$ cat config.mk
export PLATFORM = sky130hd
export DESIGN_NAME = writeback_store_queue_flat
export DESIGN_NICKNAME = d
export VERILOG_FILES = /design/src/rtl/writeback_store_queue_if.sv /design/src/rtl/writeback_store_queue.sv /design/src/flat_wrapper.sv
export SDC_FILE = /design/constraint.sdc
export NUM_CORES = 2
export LEC_CHECK = 0
export ABC_AREA = 1
export CORE_UTILIZATION = 40
export DETAILED_ROUTE_END_ITERATION = 10
export SYNTH_ARGS = -nofsm -noshare
export SYNTH_HDL_FRONTEND = slang
export SYNTH_SLANG_ARGS = --single-unit
$ cat constraint.sdc
create_clock -name clk -period 10.4 [get_ports clk]
set_input_delay 1.04 -clock clk [delete_from_list [all_inputs] [get_ports clk]]
set_output_delay 1.04 -clock clk [all_outputs]
set_load 0.03 [all_outputs]
$ cat src/rtl/writeback_store_queue_if.sv
`default_nettype none
// +----------------------------------------------------------------------------+
// | Interface : writeback_store_queue_if                                       |
// | Purpose   : Bundles the retire, register-file, scoreboard, memory-request  |
// |             and forwarding signals of writeback_store_queue.               |
// |             slave  - seen from the writeback/store-queue block             |
// |             master - seen from the pipeline/memory side driving it         |
// | Ports     : none (signal bundle only; clk/reset stay plain module ports)   |
// | Revision  : 1.0 - initial release                                          |
// +----------------------------------------------------------------------------+
interface writeback_store_queue_if #(
  parameter int DEPTH = 4,
  parameter int NREGS = 16
);
  // retire side
  logic                      retire_valid;
  logic                      retire_ready;
  logic                      kill;
  logic                      dest_valid;
  logic [3:0]                dest_reg;
  logic [63:0]               dest_data;
  logic                      spec_valid;
  logic [3:0]                spec_reg;
  logic [63:0]               spec_data;
  logic [NREGS-1:0]          src_clr_mask;
  logic                      is_store;
  logic [63:0]               store_addr;
  logic [63:0]               store_data;
  // register file / scoreboard
  logic                      rf_wr0_en;
  logic [3:0]                rf_wr0_idx;
  logic [63:0]               rf_wr0_data;
  logic                      rf_wr1_en;
  logic [3:0]                rf_wr1_idx;
  logic [63:0]               rf_wr1_data;
  logic [NREGS-1:0]          inuse_clr;
  // memory request
  logic                      reqcyc;
  logic [63:0]               req;
  logic [63:0]               reqdata;
  logic [12:0]               reqtag;
  logic                      reqack;
  // load forwarding and status
  logic [63:0]               fwd_addr;
  logic                      fwd_hit;
  logic [63:0]               fwd_data;
  logic [$clog2(DEPTH):0]    sq_count;
  logic                      sq_empty;

  modport slave (
    input  retire_valid, kill, dest_valid, dest_reg, dest_data,
           spec_valid, spec_reg, spec_data, src_clr_mask,
           is_store, store_addr, store_data, reqack, fwd_addr,
    output retire_ready, rf_wr0_en, rf_wr0_idx, rf_wr0_data,
           rf_wr1_en, rf_wr1_idx, rf_wr1_data, inuse_clr,
           reqcyc, req, reqdata, reqtag, fwd_hit, fwd_data,
           sq_count, sq_empty
  );

  modport master (
    output retire_valid, kill, dest_valid, dest_reg, dest_data,
           spec_valid, spec_reg, spec_data, src_clr_mask,
           is_store, store_addr, store_data, reqack, fwd_addr,
    input  retire_ready, rf_wr0_en, rf_wr0_idx, rf_wr0_data,
           rf_wr1_en, rf_wr1_idx, rf_wr1_data, inuse_clr,
           reqcyc, req, reqdata, reqtag, fwd_hit, fwd_data,
           sq_count, sq_empty
  );
endinterface
`default_nettype wire

$ cat src/rtl/writeback_store_queue.sv
`default_nettype none
// +----------------------------------------------------------------------------+
// | Module    : writeback_store_queue                                          |
// | Purpose   : Writeback stage. Retired instructions write up to two          |
// |             register-file ports one cycle later and release scoreboard     |
// |             bits; stores are queued in a DEPTH-entry FIFO and drained to   |
// |             memory by a three-state request FSM (IDLE/REQ/GAP). Queued     |
// |             stores are searched combinationally for load forwarding.       |
// | Ports     : clk    - clock                                                 |
// |             reset  - synchronous active-high reset                         |
// |             bus    - writeback_store_queue_if.slave: retire handshake,     |
// |                      rf write ports, inuse_clr, memory request/ack,        |
// |                      forwarding lookup, sq_count/sq_empty status           |
// | Revision  : 1.0 - initial release                                          |
// +----------------------------------------------------------------------------+
module writeback_store_queue #(
  parameter int          DEPTH  = 4,
  parameter int          NREGS  = 16,
  parameter logic [12:0] REQTAG = 13'b1_1_1_0000000_000
) (
  input  wire logic               clk,
  input  wire logic               reset,
  writeback_store_queue_if.slave  bus
);

  localparam int PTRW = $clog2(DEPTH);
  localparam int CNTW = PTRW + 1;

  typedef enum logic [1:0] {
    ST_IDLE = 2'd0,
    ST_REQ  = 2'd1,
    ST_GAP  = 2'd2
  } mem_state_e;

  // --------------------------------------------------------------------------
  // State
  // --------------------------------------------------------------------------
  mem_state_e        state_q, state_d;
  logic [CNTW-1:0]   count_q, count_d;
  logic [PTRW-1:0]   head_q,  head_d;
  logic [PTRW-1:0]   tail_q,  tail_d;

  logic [63:0]       sq_addr_q [DEPTH];
  logic [63:0]       sq_data_q [DEPTH];

  logic              reqcyc_q,  reqcyc_d;
  logic [63:0]       req_q,     req_d;
  logic [63:0]       reqdata_q, reqdata_d;

  logic              rf_wr0_en_q,   rf_wr0_en_d;
  logic [3:0]        rf_wr0_idx_q,  rf_wr0_idx_d;
  logic [63:0]       rf_wr0_data_q, rf_wr0_data_d;
  logic              rf_wr1_en_q,   rf_wr1_en_d;
  logic [3:0]        rf_wr1_idx_q,  rf_wr1_idx_d;
  logic [63:0]       rf_wr1_data_q, rf_wr1_data_d;
  logic [NREGS-1:0]  inuse_clr_q,   inuse_clr_d;

  // --------------------------------------------------------------------------
  // Retire handshake
  // --------------------------------------------------------------------------
  logic retire_ready;
  logic accept;
  logic push;
  logic pop;

  always_comb begin
    // Only a store can be back-pressured; ALU results always drain, and the
    // answer does not depend on kill.
    retire_ready = !(bus.is_store && (count_q == CNTW'(DEPTH)));
    accept       = bus.retire_valid && !bus.kill && retire_ready;
    push         = accept && bus.is_store;
    // The head leaves the queue only when memory acknowledges it in REQ.
    pop          = (state_q == ST_REQ) && bus.reqack;
  end

  // --------------------------------------------------------------------------
  // Register-file writes and scoreboard release (registered, 1-cycle pulses)
  // --------------------------------------------------------------------------
  always_comb begin
    rf_wr0_en_d   = accept && bus.dest_valid && !bus.is_store;
    // Port 0 wins a same-index collision, but only if it is really writing.
    rf_wr1_en_d   = accept && bus.spec_valid &&
                    !(rf_wr0_en_d && (bus.spec_reg == bus.dest_reg));
    rf_wr0_idx_d  = rf_wr0_idx_q;
    rf_wr0_data_d = rf_wr0_data_q;
    rf_wr1_idx_d  = rf_wr1_idx_q;
    rf_wr1_data_d = rf_wr1_data_q;
    inuse_clr_d   = '0;
    if (accept) begin
      rf_wr0_idx_d  = bus.dest_reg;
      rf_wr0_data_d = bus.dest_data;
      rf_wr1_idx_d  = bus.spec_reg;
      rf_wr1_data_d = bus.spec_data;
      inuse_clr_d   = bus.src_clr_mask
                    | (bus.dest_valid ? (NREGS'(1) << bus.dest_reg) : '0)
                    | (bus.spec_valid ? (NREGS'(1) << bus.spec_reg) : '0);
    end
  end

  // --------------------------------------------------------------------------
  // Queue pointers / occupancy
  // --------------------------------------------------------------------------
  always_comb begin
    head_d  = pop  ? head_q + PTRW'(1) : head_q;
    tail_d  = push ? tail_q + PTRW'(1) : tail_q;
    count_d = count_q;
    case ({push, pop})
      2'b10:   count_d = count_q + CNTW'(1);
      2'b01:   count_d = count_q - CNTW'(1);
      default: count_d = count_q;
    endcase
  end

  // --------------------------------------------------------------------------
  // Memory request FSM. req/reqdata are captured on entry to REQ and held
  // until the acknowledge, so the bus sees stable values for the whole request.
  // --------------------------------------------------------------------------
  always_comb begin
    state_d   = state_q;
    reqcyc_d  = reqcyc_q;
    req_d     = req_q;
    reqdata_d = reqdata_q;
    case (state_q)
      ST_IDLE: begin
        if (count_q != '0) begin
          req_d     = sq_addr_q[head_q];
          reqdata_d = sq_data_q[head_q];
          reqcyc_d  = 1'b1;
          state_d   = ST_REQ;
        end
      end
      ST_REQ: begin
        if (bus.reqack) begin
          reqcyc_d = 1'b0;
          state_d  = ST_GAP;
        end
      end
      ST_GAP: begin
        // Guaranteed low cycle between back-to-back transactions.
        state_d = ST_IDLE;
      end
      default: begin
        reqcyc_d = 1'b0;
        state_d  = ST_IDLE;
      end
    endcase
  end

  // --------------------------------------------------------------------------
  // Forwarding: walk oldest to youngest so the last match is the youngest.
  // The entry currently being requested stays occupied until acked, so it is
  // still searched. Stores written this cycle are not yet in the arrays.
  // --------------------------------------------------------------------------
  logic        fwd_hit;
  logic [63:0] fwd_data;

  always_comb begin
    logic [PTRW-1:0] idx;
    fwd_hit  = 1'b0;
    fwd_data = '0;
    idx      = '0;
    for (int i = 0; i < DEPTH; i++) begin
      idx = head_q + PTRW'(i);
      if ((CNTW'(i) < count_q) && (sq_addr_q[idx] == bus.fwd_addr)) begin
        fwd_hit  = 1'b1;
        fwd_data = sq_data_q[idx];
      end
    end
  end

  // --------------------------------------------------------------------------
  // Sequential state
  // --------------------------------------------------------------------------
  always_ff @(posedge clk) begin
    if (reset) begin
      state_q       <= ST_IDLE;
      count_q       <= '0;
      head_q        <= '0;
      tail_q        <= '0;
      reqcyc_q      <= 1'b0;
      req_q         <= '0;
      reqdata_q     <= '0;
      rf_wr0_en_q   <= 1'b0;
      rf_wr0_idx_q  <= '0;
      rf_wr0_data_q <= '0;
      rf_wr1_en_q   <= 1'b0;
      rf_wr1_idx_q  <= '0;
      rf_wr1_data_q <= '0;
      inuse_clr_q   <= '0;
    end else begin
      state_q       <= state_d;
      count_q       <= count_d;
      head_q        <= head_d;
      tail_q        <= tail_d;
      reqcyc_q      <= reqcyc_d;
      req_q         <= req_d;
      reqdata_q     <= reqdata_d;
      rf_wr0_en_q   <= rf_wr0_en_d;
      rf_wr0_idx_q  <= rf_wr0_idx_d;
      rf_wr0_data_q <= rf_wr0_data_d;
      rf_wr1_en_q   <= rf_wr1_en_d;
      rf_wr1_idx_q  <= rf_wr1_idx_d;
      rf_wr1_data_q <= rf_wr1_data_d;
      inuse_clr_q   <= inuse_clr_d;
    end
  end

  // Entry storage needs no reset: occupancy is governed by count/head/tail.
  always_ff @(posedge clk) begin
    if (!reset && push) begin
      sq_addr_q[tail_q] <= bus.store_addr;
      sq_data_q[tail_q] <= bus.store_data;
    end
  end

  // --------------------------------------------------------------------------
  // Outputs
  // --------------------------------------------------------------------------
  assign bus.retire_ready = retire_ready;
  assign bus.rf_wr0_en    = rf_wr0_en_q;
  assign bus.rf_wr0_idx   = rf_wr0_idx_q;
  assign bus.rf_wr0_data  = rf_wr0_data_q;
  assign bus.rf_wr1_en    = rf_wr1_en_q;
  assign bus.rf_wr1_idx   = rf_wr1_idx_q;
  assign bus.rf_wr1_data  = rf_wr1_data_q;
  assign bus.inuse_clr    = inuse_clr_q;
  assign bus.reqcyc       = reqcyc_q;
  assign bus.req          = req_q;
  assign bus.reqdata      = reqdata_q;
  assign bus.reqtag       = REQTAG;
  assign bus.fwd_hit      = fwd_hit;
  assign bus.fwd_data     = fwd_data;
  assign bus.sq_count     = count_q;
  assign bus.sq_empty     = (count_q == '0) && (state_q != ST_REQ);

endmodule
`default_nettype wire
$ cat src/flat_wrapper.sv
// flat-port wrapper written by rule: the top's interface ports become plain ports
module writeback_store_queue_flat 
#(
  parameter int          DEPTH  = 4,
  parameter int          NREGS  = 16,
  parameter logic [12:0] REQTAG = 13'b1_1_1_0000000_000
)
  (clk, reset, bus_retire_valid, bus_kill, bus_dest_valid, bus_dest_reg, bus_dest_data, bus_spec_valid, bus_spec_reg, bus_spec_data, bus_src_clr_mask, bus_is_store, bus_store_addr, bus_store_data, bus_reqack, bus_fwd_addr, bus_retire_ready, bus_rf_wr0_en, bus_rf_wr0_idx, bus_rf_wr0_data, bus_rf_wr1_en, bus_rf_wr1_idx, bus_rf_wr1_data, bus_inuse_clr, bus_reqcyc, bus_req, bus_reqdata, bus_reqtag, bus_fwd_hit, bus_fwd_data, bus_sq_count, bus_sq_empty);
  writeback_store_queue_if #(.DEPTH(DEPTH), .NREGS(NREGS)) bus_i ();
  input  wire logic clk;
  input  wire logic reset;
  input wire logic [$bits(bus_i.retire_valid)-1:0] bus_retire_valid;
  input wire logic [$bits(bus_i.kill)-1:0] bus_kill;
  input wire logic [$bits(bus_i.dest_valid)-1:0] bus_dest_valid;
  input wire logic [$bits(bus_i.dest_reg)-1:0] bus_dest_reg;
  input wire logic [$bits(bus_i.dest_data)-1:0] bus_dest_data;
  input wire logic [$bits(bus_i.spec_valid)-1:0] bus_spec_valid;
  input wire logic [$bits(bus_i.spec_reg)-1:0] bus_spec_reg;
  input wire logic [$bits(bus_i.spec_data)-1:0] bus_spec_data;
  input wire logic [$bits(bus_i.src_clr_mask)-1:0] bus_src_clr_mask;
  input wire logic [$bits(bus_i.is_store)-1:0] bus_is_store;
  input wire logic [$bits(bus_i.store_addr)-1:0] bus_store_addr;
  input wire logic [$bits(bus_i.store_data)-1:0] bus_store_data;
  input wire logic [$bits(bus_i.reqack)-1:0] bus_reqack;
  input wire logic [$bits(bus_i.fwd_addr)-1:0] bus_fwd_addr;
  output wire logic [$bits(bus_i.retire_ready)-1:0] bus_retire_ready;
  output wire logic [$bits(bus_i.rf_wr0_en)-1:0] bus_rf_wr0_en;
  output wire logic [$bits(bus_i.rf_wr0_idx)-1:0] bus_rf_wr0_idx;
  output wire logic [$bits(bus_i.rf_wr0_data)-1:0] bus_rf_wr0_data;
  output wire logic [$bits(bus_i.rf_wr1_en)-1:0] bus_rf_wr1_en;
  output wire logic [$bits(bus_i.rf_wr1_idx)-1:0] bus_rf_wr1_idx;
  output wire logic [$bits(bus_i.rf_wr1_data)-1:0] bus_rf_wr1_data;
  output wire logic [$bits(bus_i.inuse_clr)-1:0] bus_inuse_clr;
  output wire logic [$bits(bus_i.reqcyc)-1:0] bus_reqcyc;
  output wire logic [$bits(bus_i.req)-1:0] bus_req;
  output wire logic [$bits(bus_i.reqdata)-1:0] bus_reqdata;
  output wire logic [$bits(bus_i.reqtag)-1:0] bus_reqtag;
  output wire logic [$bits(bus_i.fwd_hit)-1:0] bus_fwd_hit;
  output wire logic [$bits(bus_i.fwd_data)-1:0] bus_fwd_data;
  output wire logic [$bits(bus_i.sq_count)-1:0] bus_sq_count;
  output wire logic [$bits(bus_i.sq_empty)-1:0] bus_sq_empty;
  assign bus_i.retire_valid = bus_retire_valid;
  assign bus_i.kill = bus_kill;
  assign bus_i.dest_valid = bus_dest_valid;
  assign bus_i.dest_reg = bus_dest_reg;
  assign bus_i.dest_data = bus_dest_data;
  assign bus_i.spec_valid = bus_spec_valid;
  assign bus_i.spec_reg = bus_spec_reg;
  assign bus_i.spec_data = bus_spec_data;
  assign bus_i.src_clr_mask = bus_src_clr_mask;
  assign bus_i.is_store = bus_is_store;
  assign bus_i.store_addr = bus_store_addr;
  assign bus_i.store_data = bus_store_data;
  assign bus_i.reqack = bus_reqack;
  assign bus_i.fwd_addr = bus_fwd_addr;
  assign bus_retire_ready = bus_i.retire_ready;
  assign bus_rf_wr0_en = bus_i.rf_wr0_en;
  assign bus_rf_wr0_idx = bus_i.rf_wr0_idx;
  assign bus_rf_wr0_data = bus_i.rf_wr0_data;
  assign bus_rf_wr1_en = bus_i.rf_wr1_en;
  assign bus_rf_wr1_idx = bus_i.rf_wr1_idx;
  assign bus_rf_wr1_data = bus_i.rf_wr1_data;
  assign bus_inuse_clr = bus_i.inuse_clr;
  assign bus_reqcyc = bus_i.reqcyc;
  assign bus_req = bus_i.req;
  assign bus_reqdata = bus_i.reqdata;
  assign bus_reqtag = bus_i.reqtag;
  assign bus_fwd_hit = bus_i.fwd_hit;
  assign bus_fwd_data = bus_i.fwd_data;
  assign bus_sq_count = bus_i.sq_count;
  assign bus_sq_empty = bus_i.sq_empty;
  writeback_store_queue #(.DEPTH(DEPTH), .NREGS(NREGS), .REQTAG(REQTAG)) u_core (.clk(clk), .reset(reset), .bus(bus_i));
endmodule
==> impl_results.md <==
- Outcome: finished clean
- Number of vias in the routed layout: 47575
- Routed vias/inst: about 5.7
- Max VDD drop: 0.128 mV
- Total global-route track usage: 34.0%
- Leakage: around 23 nW
- Dpl hpwl: 136 mm
- Final Slew Violations: 0
- Data arrival, critical path: around 7.1 ns
- Post-DR wirelength/cell: between 20 and 25 um
- HP Class: reg -> reg
- Post-CTS Hold Buffers: 0
- Worst Hold End: u_core.bus.rf_wr0_data[15]$_SDFFE_PP0P_
- Avg Cell Area, Syn: between 7 and 8 um2
- CTS Buffer Depth: 3
- Worst Path Max Fanout: 96
- Post-synthesis sequential area ratio: between 40 and 50%
- Worst r2r src: u_core.bus.sq_count[1]$_SDFFE_PP0P_
- Mapped Cells: between 6000 and 7000
- Clock transition at the registers of the reported paths: 0.06 ns
- Routed wire length: between 200 and 250 mm
- RSZ-0062 raised after global routing: no
- Largest cells by area after synthesis: edfxtp_1 34%, nand2_1 16%, dfxtp_1 13%, o21ai_0 8.5%, nor2_1 7.8%
- Final period utilization: 78.4%
- Gpl congestion: 1.02
- CTS buffer count: 94
- Post-synth ARST share: 0%
- CTS tree: yes
- Worst-Margin Slew: ~1.4 ns
- R2R Path End: u_core.sq_addr_q[0][57]$_DFFE_PP_
- Final #Nets: ~7000
- Final Util: between 40 and 50%
- Power per Cell Area: approximately 170 nW/um2
- Worst setup path category: reg -> out
- Drt pass-1 iters: 8
- Root Driver: clkbuf_16
- # DRC: 0
- Post-CTS Resized: 0
- Slew HR: 8.91%
- Req. time, crit path: ~9.4 ns
- MaxCap Viol Count: 0
- Synth Register Bits: about 810
- Bufs and invs on worst path: 4
- Critical Path, Cell by Cell: inv_8 -> buf_4 -> nand2_1 -> nand3_1 -> nand2_1 -> nand2_1 -> nand2_1 -> nor2_1 -> nand2_1 -> nor2_1 -> nand2_1 -> nor2_4 -> buf_4 -> nand4_1 -> nand2_1 -> nand3_1 -> a21oi_1 -> clkdlybuf4s50_1
- Most frequent cell on the critical path: nand2_1
- Post-synthesis to final-layout area growth: 23.2%
- Post-CTS Setup Bufs: 0
- Share of Yosys cell area claimed by the top area cell type: 33.5%
- Pin count of the biggest net entering global routing: between 150 and 200
- R2r setup slk: ~6.4 ns
- Port Buffers: approximately 700
- Die area: 116000 um2
- First-pass GRT wire length: 294 mm
- Min Clock Period, post-route: 8.15 ns
- Slowest-stage cell, CP: nor2_4
- Worst hold stages: 2
- Worst skew pair latency: just under 0.7 ns
- Post-synth EDFFs: between 500 and 600
- Top delay family on crit path: buffers and inverters
- Initial antenna violation count: 37
- Post-synth top area cell: edfxtp_1
- # IOs: between 700 and 800
- Post-synthesis cell type count: 39
- Vias in the first global route: roughly 43000
- Num rows: 123
- Reg2Reg Depth: 10
- Startpoint class of the critical path: flip-flop
- Core ar.: about 110000 um2
- Primary FF master, synth: edfxtp_1
- Sink Count: between 800 and 900
- Top post-synthesis cells by count: 1909 x nand2_1, 957 x nor2_1, 777 x o21ai_0
- Initial Util: about two fifths
- Detailed Route Iter0 Violations: just over 6000
- # fillers: between 10000 and 15000
- Ys Warns: 0
- Min-delay src: u_core.bus.rf_wr0_data[15]$_SDFFE_PP0P_
- H-tree Lvls: 3
- Post-synthesis cell area: between 40000 and 50000 um2
- Crit. End Element: output pin
- Die W: ~340 um
- Final setup fails: 0
- Worst Clk Skew: 0.0238 ns
- Final hold violation count: 0
- Max frequency: roughly 0.12 GHz
- Die height: between 300 and 400 um
- Layout cell share with drive strength beyond 1: under 10%
- Count leader, synth: nand2_1
- Grt ovf: 0
- Antenna violation net count after detailed routing: 0
- Max stage delay on crit path: between 1 and 1.5 ns
- Setup total negative slack: 0 ns
[worst reg2reg max path, cell delays in order, from the launching register on]
cell     delay (ns)
dfxtp_1        0.49
inv_1          0.19
ha_1           0.24
nand3_1        0.20
nand2_4        0.23
nor2_1         0.15
buf_4          0.22
nand2_1        0.27
nor2_4         0.15
buf_4          0.61
buf_4          0.85
[cells by family (layout without fill, tap and decap cells)]
| group | Yosys count | in the layout | share of synthesized area, % |
|---|---|---|---|
| DFF | 806 | 806 | 46.4 |
| muxes | 64 | 64 | 1.40 |
| other | 2 | 35 | 0.0164 |
| buffers and inverters | 764 | 1270 | 7.27 |
| AOI/OAI and AO/OA | 1199 | 1199 | 14.0 |
| xor gates and xnor gates | 39 | 39 | 0.745 |
| and+or+nand+nor | 3414 | 3414 | 29.9 |
| adders and majority gates | 9 | 9 | 0.246 |
[layer usage]
metal | vias to the layer above | track usage [%] | wire, um
met1 | 22358 | 44.3 | 79700
met3 | 415 | 7.30 | 22000
met5 | - | 0 | 126
li1 | 21889 | - | -
met4 | 22 | 15.4 | 9770
met2 | 2891 | 54.2 | 93400
[layout make-up]
| cell class | count | area [um2] | share of cell area [%] |
|---|---|---|---|
| multi-input combinational | 4738 | 21400 | 37.9 |
| sequential | 806 | 21300 | 37.7 |
| timing repair buffer | 754 | 7470 | 13.2 |
| clock buffer | 124 | 2550 | 4.51 |
| tap | 1500 | 1880 | 3.32 |
| inverter | 339 | 1310 | 2.31 |
| clock inverter | 53 | 513 | 0.909 |
| antenna | 22 | 55.1 | 0.0975 |
[registers in the layout, summed over array words and instances, names as in the netlist, named ones only]
signal / cells
u_core.head_q: 2
u_core.sq_addr_q: 256
u_core.bus.rf_wr1_en: 1
u_core.sq_data_q: 256
u_core.bus.inuse_clr: 16
u_core.bus.reqcyc: 1
u_core.bus.reqdata: 64
u_core.bus.rf_wr0_en: 1
u_core.bus.rf_wr0_data: 64
u_core.bus.req: 64
u_core.tail_q: 2
u_core.bus.rf_wr1_data: 64
u_core.state_q: 2
u_core.bus.rf_wr0_idx: 4
u_core.bus.sq_count: 3
u_core.bus.rf_wr1_idx: 4
[worst max-delay path by stage]
stage	from	endpoint	cells after the start
global route	flip-flop	bus_fwd_data[1]	18
detailed placement	u_core.head_q[1]$_SDFFE_PP0P_	bus_fwd_data[4]	18
CTS	u_core.head_q[1]$_SDFFE_PP0P_	bus_fwd_data[4]	18
global placement	flip-flop	bus_fwd_data[41]	18
floorplan	bus_is_store	u_core.sq_addr_q[0][0]$_DFFE_PP_	5
finish	flip-flop	bus_fwd_data[1]	18
[metrics by stage]
stage	instances	worst slack [ns]	hold WS (ns)	power, W	instance area [um2]
2_1_floorplan	6308	2.56	0.490	0.00515	45900
3_3_place_gp	8137	3.25	0.463	0.00620	53300
3_5_place_dp	8137	3.21	0.471	0.00621	53300
4_1_cts	8314	2.41	0.485	0.00953	56400
5_1_grt	8332	2.06	0.500	0.00987	56400
6_report	8336	2.25	0.482	0.00951	56500
[layout by cell type (no fill, tap or decap), drive strengths merged]
master | netlist | layout
o211ai | 2 | 2
nand2 | 1914 | 1914
mux2i | 64 | 64
clkinvlp | 0 | 6
o21ai | 833 | 833
dfxtp | 294 | 294
clkbuf | 208 | 124
o22ai | 76 | 76
a21oi | 194 | 194
conb | 2 | 13
nor4 | 2 | 2
nand4 | 133 | 133
ha | 9 | 9
diode | 0 | 22
nor3 | 10 | 10
inv | 337 | 344
and2 | 3 | 3
o31ai | 7 | 7
edfxtp | 512 | 512
or2 | 6 | 6
nor2 | 959 | 959
a22oi | 18 | 18
clkdlybuf4s50 | 0 | 704
buf | 217 | 50
nand3 | 387 | 387
xor2 | 36 | 36
a41oi | 2 | 2
bufinv | 0 | 6
xnor2 | 3 | 3
a221oi | 64 | 64
clkinv | 2 | 36
a31oi | 1 | 1
a21o | 2 | 2
[power by group]
| group | total [W] | internal (W) | switching [W] |
|---|---|---|---|
| registers | 0.00369 | 0.00357 | 0.000127 |
| logic | 0.00250 | 0.000784 | 0.00172 |
| clock network | 0.00331 | 0.00189 | 0.00142 |
Power figures use the tool's default switching activity.
